--- src/rtl/mc_ctrl_pkg.sv ---
// Shared encodings for the multi-cycle MIPS main control and the downstream ALU control stage.
// Define JUMP_INSTR_EN to enable the J instruction (JUMP state and the jump-target PC source).
package mc_ctrl_pkg;

    localparam int ST_W = 4;
    typedef logic [ST_W-1:0] state_t;

    localparam logic [3:0] ST_FETCH    = 4'd0;
    localparam logic [3:0] ST_DECODE   = 4'd1;
    localparam logic [3:0] ST_MEM_ADDR = 4'd2;
    localparam logic [3:0] ST_MEM_RD   = 4'd3;
    localparam logic [3:0] ST_MEM_WB   = 4'd4;
    localparam logic [3:0] ST_MEM_WR   = 4'd5;
    localparam logic [3:0] ST_EXECUTE  = 4'd6;
    localparam logic [3:0] ST_R_WB     = 4'd7;
    localparam logic [3:0] ST_BRANCH   = 4'd8;
`ifdef JUMP_INSTR_EN
    localparam logic [3:0] ST_JUMP     = 4'd9;
`endif

    localparam logic [5:0] OP_R   = 6'b000000;
    localparam logic [5:0] OP_LW  = 6'b100011;
    localparam logic [5:0] OP_SW  = 6'b101011;
    localparam logic [5:0] OP_BEQ = 6'b000100;
    localparam logic [5:0] OP_J   = 6'b000010;

    localparam logic [1:0] ALU_OP_ADD   = 2'b00;
    localparam logic [1:0] ALU_OP_SUB   = 2'b01;
    localparam logic [1:0] ALU_OP_FUNCT = 2'b10;

    localparam logic [1:0] SRCB_B      = 2'b00;
    localparam logic [1:0] SRCB_FOUR   = 2'b01;
    localparam logic [1:0] SRCB_IMM    = 2'b10;
    localparam logic [1:0] SRCB_IMM_SH = 2'b11;

    localparam logic [1:0] PCSRC_ALU    = 2'b00;
    localparam logic [1:0] PCSRC_ALUOUT = 2'b01;
`ifdef JUMP_INSTR_EN
    localparam logic [1:0] PCSRC_JUMP   = 2'b10;
`endif

    typedef struct packed {
        logic       pc_write;
        logic       pc_write_cond;
        logic       i_or_d;
        logic       mem_read;
        logic       mem_write;
        logic       ir_write;
        logic       mem_to_reg;
        logic       reg_dst;
        logic       reg_write;
        logic       alu_src_a;
        logic [1:0] alu_src_b;
        logic [1:0] alu_op;
        logic [1:0] pc_source;
    } ctrl_t;

    function automatic logic opcode_supported(input logic [5:0] op);
        logic ok;
        ok = (op == OP_R) || (op == OP_LW) || (op == OP_SW) || (op == OP_BEQ);
`ifdef JUMP_INSTR_EN
        ok = ok || (op == OP_J);
`endif
        return ok;
    endfunction

endpackage

--- src/rtl/mc_ctrl_decode.sv ---
// Combinational state -> control-word decoder; zero latency, no backpressure of its own.
// Only FETCH looks at mem_ready (IR/PC load qualified by memory completion); JUMP decode under JUMP_INSTR_EN.
module mc_ctrl_decode
    import mc_ctrl_pkg::*;
(
    input  state_t state,
    input  logic   mem_ready,
    output ctrl_t  ctrl
);

    always_comb begin
        ctrl = '0;
        case (state)
            ST_FETCH: begin
                ctrl.mem_read  = 1'b1;
                ctrl.alu_src_b = SRCB_FOUR;
                ctrl.alu_op    = ALU_OP_ADD;
                ctrl.ir_write  = mem_ready;
                ctrl.pc_write  = mem_ready;
            end
            ST_DECODE: begin
                ctrl.alu_src_b = SRCB_IMM_SH;
                ctrl.alu_op    = ALU_OP_ADD;
            end
            ST_MEM_ADDR: begin
                ctrl.alu_src_a = 1'b1;
                ctrl.alu_src_b = SRCB_IMM;
                ctrl.alu_op    = ALU_OP_ADD;
            end
            ST_MEM_RD: begin
                ctrl.mem_read = 1'b1;
                ctrl.i_or_d   = 1'b1;
            end
            ST_MEM_WB: begin
                ctrl.reg_write  = 1'b1;
                ctrl.mem_to_reg = 1'b1;
            end
            ST_MEM_WR: begin
                ctrl.mem_write = 1'b1;
                ctrl.i_or_d    = 1'b1;
            end
            ST_EXECUTE: begin
                ctrl.alu_src_a = 1'b1;
                ctrl.alu_src_b = SRCB_B;
                ctrl.alu_op    = ALU_OP_FUNCT;
            end
            ST_R_WB: begin
                ctrl.reg_write = 1'b1;
                ctrl.reg_dst   = 1'b1;
            end
            ST_BRANCH: begin
                ctrl.alu_src_a     = 1'b1;
                ctrl.alu_src_b     = SRCB_B;
                ctrl.alu_op        = ALU_OP_SUB;
                ctrl.pc_write_cond = 1'b1;
                ctrl.pc_source     = PCSRC_ALUOUT;
            end
`ifdef JUMP_INSTR_EN
            ST_JUMP: begin
                ctrl.pc_write  = 1'b1;
                ctrl.pc_source = PCSRC_JUMP;
            end
`endif
            default: ctrl = '0;
        endcase
    end

endmodule

--- src/rtl/multicycle_main_control.sv ---
// Multi-cycle MIPS main control FSM: state register, run flag, latched opcode, next-state logic.
// Latency FETCH-to-FETCH without stalls: LW 5, SW 4, R 4, BEQ 3, J 3 (J only with JUMP_INSTR_EN).
// Backpressure: FETCH, MEM_RD and MEM_WR hold until MEM_READY; every other state lasts one cycle.
module multicycle_main_control
    import mc_ctrl_pkg::*;
#(
    parameter int STATE_W = ST_W
) (
    input  logic               CLK,
    input  logic               RST_N,
    input  logic [5:0]         OPCODE,
    input  logic               MEM_READY,
    output logic               PC_WRITE,
    output logic               PC_WRITE_COND,
    output logic               I_OR_D,
    output logic               MEM_READ,
    output logic               MEM_WRITE,
    output logic               IR_WRITE,
    output logic               MEM_TO_REG,
    output logic               REG_DST,
    output logic               REG_WRITE,
    output logic               ALU_SRC_A,
    output logic [1:0]         ALU_SRC_B,
    output logic [1:0]         ALU_OP,
    output logic [1:0]         PC_SOURCE,
    output logic               ILLEGAL,
    output logic [STATE_W-1:0] STATE
);

    state_t     state;
    state_t     state_nxt;
    logic       run;
    logic [5:0] opcode_q;
    ctrl_t      ctrl;
    ctrl_t      ctrl_out;

    always_ff @(posedge CLK or negedge RST_N) begin
        if (!RST_N) begin
            state    <= ST_FETCH;
            run      <= 1'b0;
            opcode_q <= '0;
        end else begin
            run <= 1'b1;
            if (run) begin
                state <= state_nxt;
                if (state == ST_DECODE) begin
                    opcode_q <= OPCODE;
                end
            end
        end
    end

    always_comb begin
        state_nxt = ST_FETCH;
        case (state)
            ST_FETCH:    state_nxt = MEM_READY ? ST_DECODE : ST_FETCH;
            ST_DECODE: begin
                case (OPCODE)
                    OP_LW, OP_SW: state_nxt = ST_MEM_ADDR;
                    OP_R:         state_nxt = ST_EXECUTE;
                    OP_BEQ:       state_nxt = ST_BRANCH;
`ifdef JUMP_INSTR_EN
                    OP_J:         state_nxt = ST_JUMP;
`endif
                    default:      state_nxt = ST_FETCH;
                endcase
            end
            // Only LW/SW can reach MEM_ADDR, so the latched copy picks between them.
            ST_MEM_ADDR: state_nxt = (opcode_q == OP_SW) ? ST_MEM_WR : ST_MEM_RD;
            ST_MEM_RD:   state_nxt = MEM_READY ? ST_MEM_WB : ST_MEM_RD;
            ST_MEM_WB:   state_nxt = ST_FETCH;
            ST_MEM_WR:   state_nxt = MEM_READY ? ST_FETCH : ST_MEM_WR;
            ST_EXECUTE:  state_nxt = ST_R_WB;
            ST_R_WB:     state_nxt = ST_FETCH;
            ST_BRANCH:   state_nxt = ST_FETCH;
`ifdef JUMP_INSTR_EN
            ST_JUMP:     state_nxt = ST_FETCH;
`endif
            default:     state_nxt = ST_FETCH;
        endcase
    end

    mc_ctrl_decode u_decode (
        .state     (state),
        .mem_ready (MEM_READY),
        .ctrl      (ctrl)
    );

    // run clears asynchronously with reset, so gating on it also blanks outputs immediately.
    assign ctrl_out      = run ? ctrl : '0;
    assign PC_WRITE      = ctrl_out.pc_write;
    assign PC_WRITE_COND = ctrl_out.pc_write_cond;
    assign I_OR_D        = ctrl_out.i_or_d;
    assign MEM_READ      = ctrl_out.mem_read;
    assign MEM_WRITE     = ctrl_out.mem_write;
    assign IR_WRITE      = ctrl_out.ir_write;
    assign MEM_TO_REG    = ctrl_out.mem_to_reg;
    assign REG_DST       = ctrl_out.reg_dst;
    assign REG_WRITE     = ctrl_out.reg_write;
    assign ALU_SRC_A     = ctrl_out.alu_src_a;
    assign ALU_SRC_B     = ctrl_out.alu_src_b;
    assign ALU_OP        = ctrl_out.alu_op;
    assign PC_SOURCE     = ctrl_out.pc_source;
    assign ILLEGAL       = run && (state == ST_DECODE) && !opcode_supported(OPCODE);
    assign STATE         = run ? STATE_W'(state) : '0;

endmodule

--- config.mk ---
export PLATFORM = sky130hd
export DESIGN_NAME = multicycle_main_control
export DESIGN_NICKNAME = d
export VERILOG_FILES = /design/src/rtl/mc_ctrl_pkg.sv /design/src/rtl/mc_ctrl_decode.sv /design/src/rtl/multicycle_main_control.sv
export SDC_FILE = /design/constraint.sdc
export NUM_CORES = 1
export LEC_CHECK = 0
export ABC_AREA = 1
export BUFFER_PORTS_ARGS = -buffer_cell sky130_fd_sc_hd__buf_4
export CAP_MARGIN = 20
export CORE_MARGIN = 5
export CORE_UTILIZATION = 30
export CTS_BUF_LIST = sky130_fd_sc_hd__clkbuf_8
export CTS_CLUSTER_SIZE = 8
export DETAILED_ROUTE_END_ITERATION = 8
export GPL_ROUTABILITY_DRIVEN = 1
export RECOVER_POWER = 25
export REMOVE_ABC_BUFFERS = 1
export SKIP_LAST_GASP = 1
export SLEW_MARGIN = 20
export SYNTH_ARGS = -nofsm -noshare
export SYNTH_HDL_FRONTEND = slang
export SYNTH_HIERARCHICAL = 1
export SYNTH_SLANG_ARGS = --single-unit
--- constraint.sdc ---
create_clock -name CLK -period 3.7 [get_ports CLK]
set_input_delay 0.37 -clock CLK [delete_from_list [all_inputs] [get_ports CLK]]
set_output_delay 0.37 -clock CLK [all_outputs]
set_load 0.01 [all_outputs]
# --- Word-level counts from Yosys, hierarchy flattened ---
# Index checks and enable logic that the tools add are counted.
word_totals:
  output_inout_bits: 21
  register_bits: 11
  elab_cells: 48
classes:
  muxes: 19
  eq_ne: 12
  reduce_logical: 14
op_table:
  columns: ["operator", "count"]
  rows:
  - ["4-bit case mux with 6 select lines", 1]
  - ["4-bit case mux with 5 select lines", 1]
  - ["6-bit equality test, second input constant", 3]
  - ["4-bit by 3-bit equality test with 1-bit output, second input constant", 4]
  - ["16-bit 2-to-1 mux", 1]
  - ["4-bit case mux with 3 select lines", 1]
  - ["1-bit 2-to-1 mux", 11]
  - ["3-bit 2-to-1 mux", 3]
  - ["4-bit by 2-bit equality test with 1-bit output, second input constant", 2]
  - ["2-bit OR reduction", 4]
  - ["6-bit by 3-bit equality test with 1-bit output, second input constant", 1]
  - ["6-bit zero test", 1]
  - ["4-bit by 1-bit equality test with 1-bit output, second input constant", 1]
  - ["4-bit equality test, second input constant", 1]
  - ["4-bit zero test", 1]
  - ["4-bit 2-to-1 mux", 1]
  - ["1-bit logical OR", 3]
  - ["3-bit OR reduction", 1]
  - ["1-bit logical AND", 2]
  - ["2-bit AND reduction", 1]
  - ["1-bit zero test", 1]

# --- Logic depth before layout (Yosys ltp) ---
# Gate-level depths: netlist of run 1.
depth:
  depth_word: 6
  depth_mapped: 8

# --- Cells and area by module ---
# The synthesis of run 1 kept the hierarchy.
modules_own_cells:
  columns: ["mod", "n_inst", "cells_each", "seq_area_each_um2", "area_each_um2"]
  rows:
  - ["multicycle_main_control", 1, 132, 275.3, 792.0]
  - ["mc_ctrl_decode", 1, 42, 0.0, 173.9]

# --- Worst setup path before layout of run 1 ---
# Ideal clock, no wire load.
synth_timing:
  path_kind: "register to output"
  start: "register state[2]"
  end: "output port ILLEGAL"
  path_slack_ps: 2234
  stages_incl_launch_ff: 6
  required_time_ps: 3330
  arrival_ps: 1096
  cell_sequence: "dfrtp_1 nor2_2 nand2_2 nor2_8 nand2_1 nor2_1"
synth_between:
  elab_chain_cells: 3
synth_rtl:
  columns: ["element", "line", "rtl"]
  rows:
  - ["from (decl)", "multicycle_main_control.sv:30", "state_t state;"]
  - ["from (signal assigned)", "multicycle_main_control.sv:45", "state <= state_nxt;"]
  - ["4-bit by 1-bit equality test with 1-bit output", "multicycle_main_control.sv:104", "assign ILLEGAL = run && (state == ST_DECODE) && !opcode_supported(OPCODE);"]
  - ["1-bit logical AND (2 in series)", "multicycle_main_control.sv:104", null]
  - ["to (decl)", "multicycle_main_control.sv:26", "output logic ILLEGAL,"]
# No other way between the ends.

# --- Worst setup path in the final report of run 1 ---
layout_timing:
  start: "register run"
  end: "output port ILLEGAL"
layout_between:
  elab_chain_cells: 2
layout_rtl:
  columns: ["element", "line", "rtl"]
  rows:
  - ["from (decl)", "multicycle_main_control.sv:32", "logic run;"]
  - ["from (signal assigned)", "multicycle_main_control.sv:40", "run <= 1'b0;"]
  - ["from (signal assigned)", "multicycle_main_control.sv:43", "run <= 1'b1;"]
  - ["1-bit logical AND (2 in series)", "multicycle_main_control.sv:104", null]
# No other way between the ends.

==> impl_metrics.ini, run 1 <==
[synthesis]
mux_cell_area_share_after_synthesis = 0
syn_avg_cell_area_um2 = 5.55
synth_compound_area_frac = 0.0674
dominant_cell_type_by_area_after_synthesis = sky130_fd_sc_hd__dfrtp_1
area_share_of_the_largest_cell_type_after_synthesis = 0.285
synth-seq-cells = 11
synth.yosys.warnings = 6
combinational_family_with_the_most_area_after_synthesis = simple AND/OR/NAND/NOR gates
number_of_distinct_library_cells_after_synthesis = 18
synthSimpleGateAreaFrac = 0.438
yosys.area_share.xor_xnor = 0
post_synth_fa_ha_maj_area_fraction = 0
syn-cell-area_um2 = 966
synthCells = 174
seq_area_frac_synth = 0.285
synth.top_cells.by_area = sky130_fd_sc_hd__dfrtp_1 (28%), sky130_fd_sc_hd__nand2_1 (26%), sky130_fd_sc_hd__inv_1 (16%), sky130_fd_sc_hd__nor2_1 (9.7%), sky130_fd_sc_hd__o21ai_2 (3.6%)

[timing]
hold_violations = 0
setup_viol_count_final = 0
hold_ws_ns = 0.357
report.final.slew_viol_count = 0
max_slew_margin = 0.571
rsz0062_at_grt = no
maxClockFrequency_ghz = 0.469
tightestPinTransition_ns = 0.643
fin_crit_share = 0.577
finalCriticalPeriod_ns = 2.13
setup_tns_ns = 0
clock_skew_ns = 0.00173

[power_and_ir_drop]
power.ir.vdd_worst_mv = 0.217
total_leakage_power_uw = 0.000868
powerDensity_mw_per_mm2 = 411

[global_routing]
first_pass_grt_wire_length_um = 3440
initial_antenna_violation_count = 0
first_global_vias = 880
grt_max_degree = 26
grt_remaining_overflow = 0
globalRouteTotalUtil = 0.0974

[worst_setup_path]
worst_path_max_delay_cell = sky130_fd_sc_hd__dfrtp_1
crit_fanout = 25
crit_family = flip-flops
crit_path_start_kind = register
cp_data_arrival_time_ns = 1.76
slowest_delay_ns = 0.75
timing.critical_path.required_ns = 3.33
reg2regPathDepth = 5
critPathKind = register to primary output
critical_path.endpoint_type = primary output
timing.critical_path.cells = inv_1 -> nor2_8 -> nand2_1 -> nor2_1 -> buf_4
count_of_buffering_cells_on_the_critical_path_with_inverters_included = 2
cp_num_cells = 5

[final_layout]
multi_input_comb_area_um2 = 495
nNetsFinal = 211
design_area_mm2 = 0.00125
antenna-diode-count = 0
filler_cell_count = 356
ff_latch_area_um2 = 275
final_layout_size_suffix_gt1_frac = 0.209
post-route-util = 0.405
layout-area-overhead-vs-synth_pct = 29.1

[hold_path]
min-delay-path-class = input pin to register
holdPathStages = 3

[die]
design.core.area_mm2 = 0.00308
placement_rows = 20
initial_standard_cell_utilization_of_the_core = 0.314
floorplan_die_height_um = 66.7
design.die.area_mm2 = 0.00445
pin_count = 30
dieWidth_um = 66.7

[clocking]
maximum_level_of_the_cts_h_tree = 1
clock_transition_at_the_register_clock_pins_on_the_worst_setup_and_hold_paths_after_cts_ns = 0.05
root_buffer_master = sky130_fd_sc_hd__clkbuf_8
clk_latency_ns = 0.23
numCtsBuffers = 3
cts_buffer_depth = 2
cts_tree = built
cts.sinks = 11

[placed_design]
globalplace.congestion = 0.749
io_buffer_count = 28
detailed_place.area_mm2 = 0.00120
dpl.hpwl_um = 1630

[detailed_routing]
route.detailed.drc = 0
drt_first_pass_iters = 4
totalWireLength_um = 2010
viasPerCell = 3.97
drtAntennaViolNets = 0
iteration_0_drc_count_of_the_detailed_router = 39
routed_wire_length_per_instance_um = 8.20
detailroute.via_count = 973

[run]
drv.max_cap_violation_count = 0

[outcome]
run_status = complete, no violations
==> state kept, by name, summed over array words and instances, names as in the netlist <==
name and count:
opcode_q 6, run 1, state 4
==> stage by stage <==
step           power [µW]  setup slack, ns  instances
3_5_place_dp          401             1.80        240
3_3_place_gp          400             1.80        240
5_1_grt               566             1.42        245
4_1_cts               521             1.54        245
6_report              512             1.57        245
2_1_floorplan         332             2.04        168
==> tightest hold or removal path, cell delays in order <==
cell                      delay (ns)
sky130_fd_sc_hd__buf_4          0.09
sky130_fd_sc_hd__nand2_1        0.05
sky130_fd_sc_hd__nand2_1        0.05
==> cell families after synthesis <==
family,after synthesis
and+or+nand+nor,103
buffers and inverters,48
DFF,11
AOI/OAI and AO/OA,10
other,2
==> worst paths after layout <==
check	from	endpoint	slack, ns
hold / removal	OPCODE[5]	opcode_q[5]	0.36
hold reg to reg	opcode_q[1]	opcode_q[1]	0.47
setup reg to reg	run	opcode_q[4]	2.14
min in group asynchronous	RST_N	opcode_q[3]	0.67
max in group asynchronous	RST_N	opcode_q[1]	2.62
setup / recovery	run	ILLEGAL	1.57
==> synth_stat cells <==
master and count:
sky130_fd_sc_hd__a21oi_1 2, sky130_fd_sc_hd__buf_4 3, sky130_fd_sc_hd__clkbuf_1 2, sky130_fd_sc_hd__clkbuf_2 1, sky130_fd_sc_hd__conb_1 2, sky130_fd_sc_hd__dfrtp_1 11
sky130_fd_sc_hd__inv_1 40, sky130_fd_sc_hd__inv_2 1, sky130_fd_sc_hd__inv_4 1, sky130_fd_sc_hd__nand2_1 67, sky130_fd_sc_hd__nand2_2 1, sky130_fd_sc_hd__nand3_1 4
sky130_fd_sc_hd__nand4_1 1, sky130_fd_sc_hd__nor2_1 25, sky130_fd_sc_hd__nor2_2 4, sky130_fd_sc_hd__nor2_8 1, sky130_fd_sc_hd__o21ai_0 4, sky130_fd_sc_hd__o21ai_2 4
==> cell usage in the layout, fill, tap and decap left out, types with 3 or more instances in the layout <==
| master | instances |
|---|---|
| sky130_fd_sc_hd__buf_4 | 27 |
| sky130_fd_sc_hd__clkbuf_8 | 3 |
| sky130_fd_sc_hd__dfrtp_1 | 11 |
| sky130_fd_sc_hd__inv_1 | 41 |
| sky130_fd_sc_hd__nand2_1 | 67 |
| sky130_fd_sc_hd__nand3_1 | 4 |
| sky130_fd_sc_hd__nor2_1 | 25 |
| sky130_fd_sc_hd__nor2_2 | 4 |
| sky130_fd_sc_hd__o21ai_0 | 4 |
| sky130_fd_sc_hd__o21ai_2 | 4 |
==> metal layers <==
layer / up-vias / wire length, µm / global-route usage / share of wire
li1: 544 / - / - / -
met1: 405 / 1000 / 0.125 / 0.50
met2: 20 / 872 / 0.160 / 0.43
met3: 4 / 96 / 0.0135 / 0.048
met4: 0 / 36 / 0.0457 / 0.018
met5: - / 0 / 0 / 0
==> layout make-up <==
cell class                      instances  area share
Timing Repair Buffer                   29       0.174
Inverter                               42       0.128
Tap cell                               44      0.0441
Sequential cell                        11       0.221
Clock buffer                            3      0.0331
Clock inverter                          1     0.00301
Multi-Input combinational cell        115       0.397
==> timing repair <==
| action | 4_1_cts | 5_1_grt |
|---|---|---|
| hold buffers | 1 | 0 |
| gates resized for setup | 0 | 0 |
| setup buffers | 0 | 0 |
| setup endpoints to repair | 0 | 0 |
| hold endpoints to repair | 11 | 0 |
==> power by group <==
| group | switching (µW) | internal, µW | leakage (µW) |
|---|---|---|---|
| registers | 38.0 | 159 | 0.000140 |
| clock network | 43.0 | 72.7 | 0.0000269 |
| logic | 117 | 82.7 | 0.000701 |
| total | 198 | 314 | 0.000868 |
Power figures use the tool's default switching activity.
==> run 2: changes to the inputs <==
clock period = 2.1 ns   (was 3.7 ns; I/O delays follow)
==> impl_metrics.ini, run 2 (synthesized netlist as in run 1, its figures left out) <==
[outcome]
run_status = complete, no violations

[detailed_routing]
drt_first_pass_iters = 4
route.top_layer_used = met4
totalWireLength_um = 2100
detailroute.via_count = 983
drtAntennaViolNets = 0
routed_wire_length_per_instance_um = 8.54
viasPerCell = 4.00
routedLengthMet1_um = 1030
met3RoutedLength_um = 93
wl_met2_um = 957
route.detailed.drc = 0
iteration_0_drc_count_of_the_detailed_router = 46

[clocking]
clock_transition_at_the_register_clock_pins_on_the_worst_setup_and_hold_paths_after_cts_ns = 0.05
maximum_level_of_the_cts_h_tree = 1
numCtsBuffers = 3
cts_buffer_depth = 2
clk_latency_ns = 0.23
cts.repair_timing.setup_buffer_count = 0
cts_tree = built
root_buffer_master = sky130_fd_sc_hd__clkbuf_8
cts.sinks = 11

[power_and_ir_drop]
pwr-share-comb = 0.399
power_report.internal_total_uw = 555
total_leakage_power_uw = 0.000873
power.ir.vdd_worst_mv = 0.328
clkPwrFrac = 0.223
power.share.switching = 0.386
report.power.total_uw = 905
net-switching-power_uw = 350
seq_power_share = 0.378
powerDensity_mw_per_mm2 = 721

[global_routing]
grt_remaining_overflow = 0
initial_antenna_violation_count = 0
globalRouteTotalUtil = 0.101
first_pass_grt_wire_length_um = 3510
first_global_vias = 867
grt_max_degree = 25

[timing]
maxClockFrequency_ghz = 0.581
fin_crit_share = 0.820
rsz0062_at_grt = no
clock_skew_ns = 0.00405
max_slew_margin = 0.583
finalCriticalPeriod_ns = 1.72
report.final.slew_viol_count = 0
setup_tns_ns = 0
hold_violations = 0
setup_viol_count_final = 0
tightestPinTransition_ns = 0.626

[placed_design]
dpl.hpwl_um = 1720
io_buffer_count = 28
globalplace.congestion = 0.744

[die]
design.core.area_mm2 = 0.00308
pin_count = 30
initial_standard_cell_utilization_of_the_core = 0.314
floorplan_die_height_um = 66.7
design.die.area_mm2 = 0.00445
placement_rows = 20
dieWidth_um = 66.7

[worst_setup_path]
critPathKind = register to primary output
reg2regPathDepth = 6
worst_r2r_endpoint = opcode_q[3]
reg2reg_slack_ns = 0.82
crit_path_start_kind = register
reg2reg_from = state[2]
critical_path.endpoint_type = primary output
crit_fanout = 7
timing.critical_path.required_ns = 1.89
cp_data_arrival_time_ns = 1.51

[final_layout]
largest_reg_flops = 6
antenna-diode-count = 0
nNetsFinal = 212
layout_common_cells = sky130_fd_sc_hd__nand2_1 (67), sky130_fd_sc_hd__inv_1 (41), sky130_fd_sc_hd__buf_4 (28)
top_regs = opcode_q (6), state (4), run (1)
post-route-util = 0.408
layout-area-overhead-vs-synth_pct = 29.9
largest_register = opcode_q
leading_cell_type_in_the_layout_fill_and_taps_excluded = sky130_fd_sc_hd__nand2_1
final_layout_size_suffix_gt1_frac = 0.213

[hold_path]
holdPathStages = 3
worst_hold_startpoint = OPCODE[5]
whs_endpoint = opcode_q[5]
min-delay-path-class = input pin to register

[run]
drv.max_cap_violation_count = 0
==> run 2: power groups by stage <==
| stage | clock network, µW | logic [µW] | registers, µW |
|---|---|---|---|
| global route | 224 | 417 | 353 |
| CTS | 212 | 369 | 341 |
| global placement | 0 | 364 | 342 |
| finish | 202 | 361 | 342 |
| floorplan | 0 | 252 | 333 |
| detailed placement | 0 | 367 | 343 |
==> run 2: area by class of cell <==
cell class | count | area (µm²)
fill | 362 | 1820
multi-input combinational | 115 | 495
sequential | 11 | 275
timing repair buffer | 30 | 224
inverter | 42 | 160
tap | 44 | 55.1
clock buffer | 3 | 41.3
clock inverter | 1 | 3.75
==> run 2: metrics by stage <==
| step | area [µm²] | std cells | hold WS [ns] | setup WS, ns |
|---|---|---|---|---|
| 3_3_place_gp | 1200 | 241 | 0.0551 | 0.651 |
| 2_1_floorplan | 931 | 168 | -0.0856 | 0.600 |
| 4_1_cts | 1260 | 246 | 0.202 | 0.359 |
| 3_5_place_dp | 1200 | 241 | 0.0552 | 0.624 |
| 5_1_grt | 1250 | 246 | 0.220 | 0.214 |
| 6_report | 1250 | 246 | 0.205 | 0.377 |
==> run 2: worst max path at each step <==
stage / from / endpoint / slack [ns] / cells after the start
global placement: state[2] / ILLEGAL / 0.65 / 6
finish: state[2] / ILLEGAL / 0.38 / 6
floorplan: run / ILLEGAL / 0.60 / 4
CTS: state[2] / ILLEGAL / 0.36 / 6
detailed placement: state[2] / ILLEGAL / 0.62 / 6
global route: state[0] / ILLEGAL / 0.21 / 7
==> run 2: worst max-delay path, cell delays in order (launching register included) <==
cell                      delay, ns
sky130_fd_sc_hd__dfrtp_1       0.45
sky130_fd_sc_hd__nor2_2        0.23
sky130_fd_sc_hd__nand2_2       0.14
sky130_fd_sc_hd__nor2_8        0.14
sky130_fd_sc_hd__nand2_1       0.06
sky130_fd_sc_hd__nor2_1        0.12
sky130_fd_sc_hd__buf_4         0.14
==> run 2: layer usage <==
metal / vias up / GRT usage
li1: 546 / -
met1: 412 / 0.126
met2: 23 / 0.170
met3: 2 / 0.0202
met4: 0 / 0.0381
met5: - / 0
==> run 2: timing repair <==
action,4_1_cts,5_1_grt
endpoints found under the hold margin,11,0
gates resized for setup,0,0
hold buffers,1,0
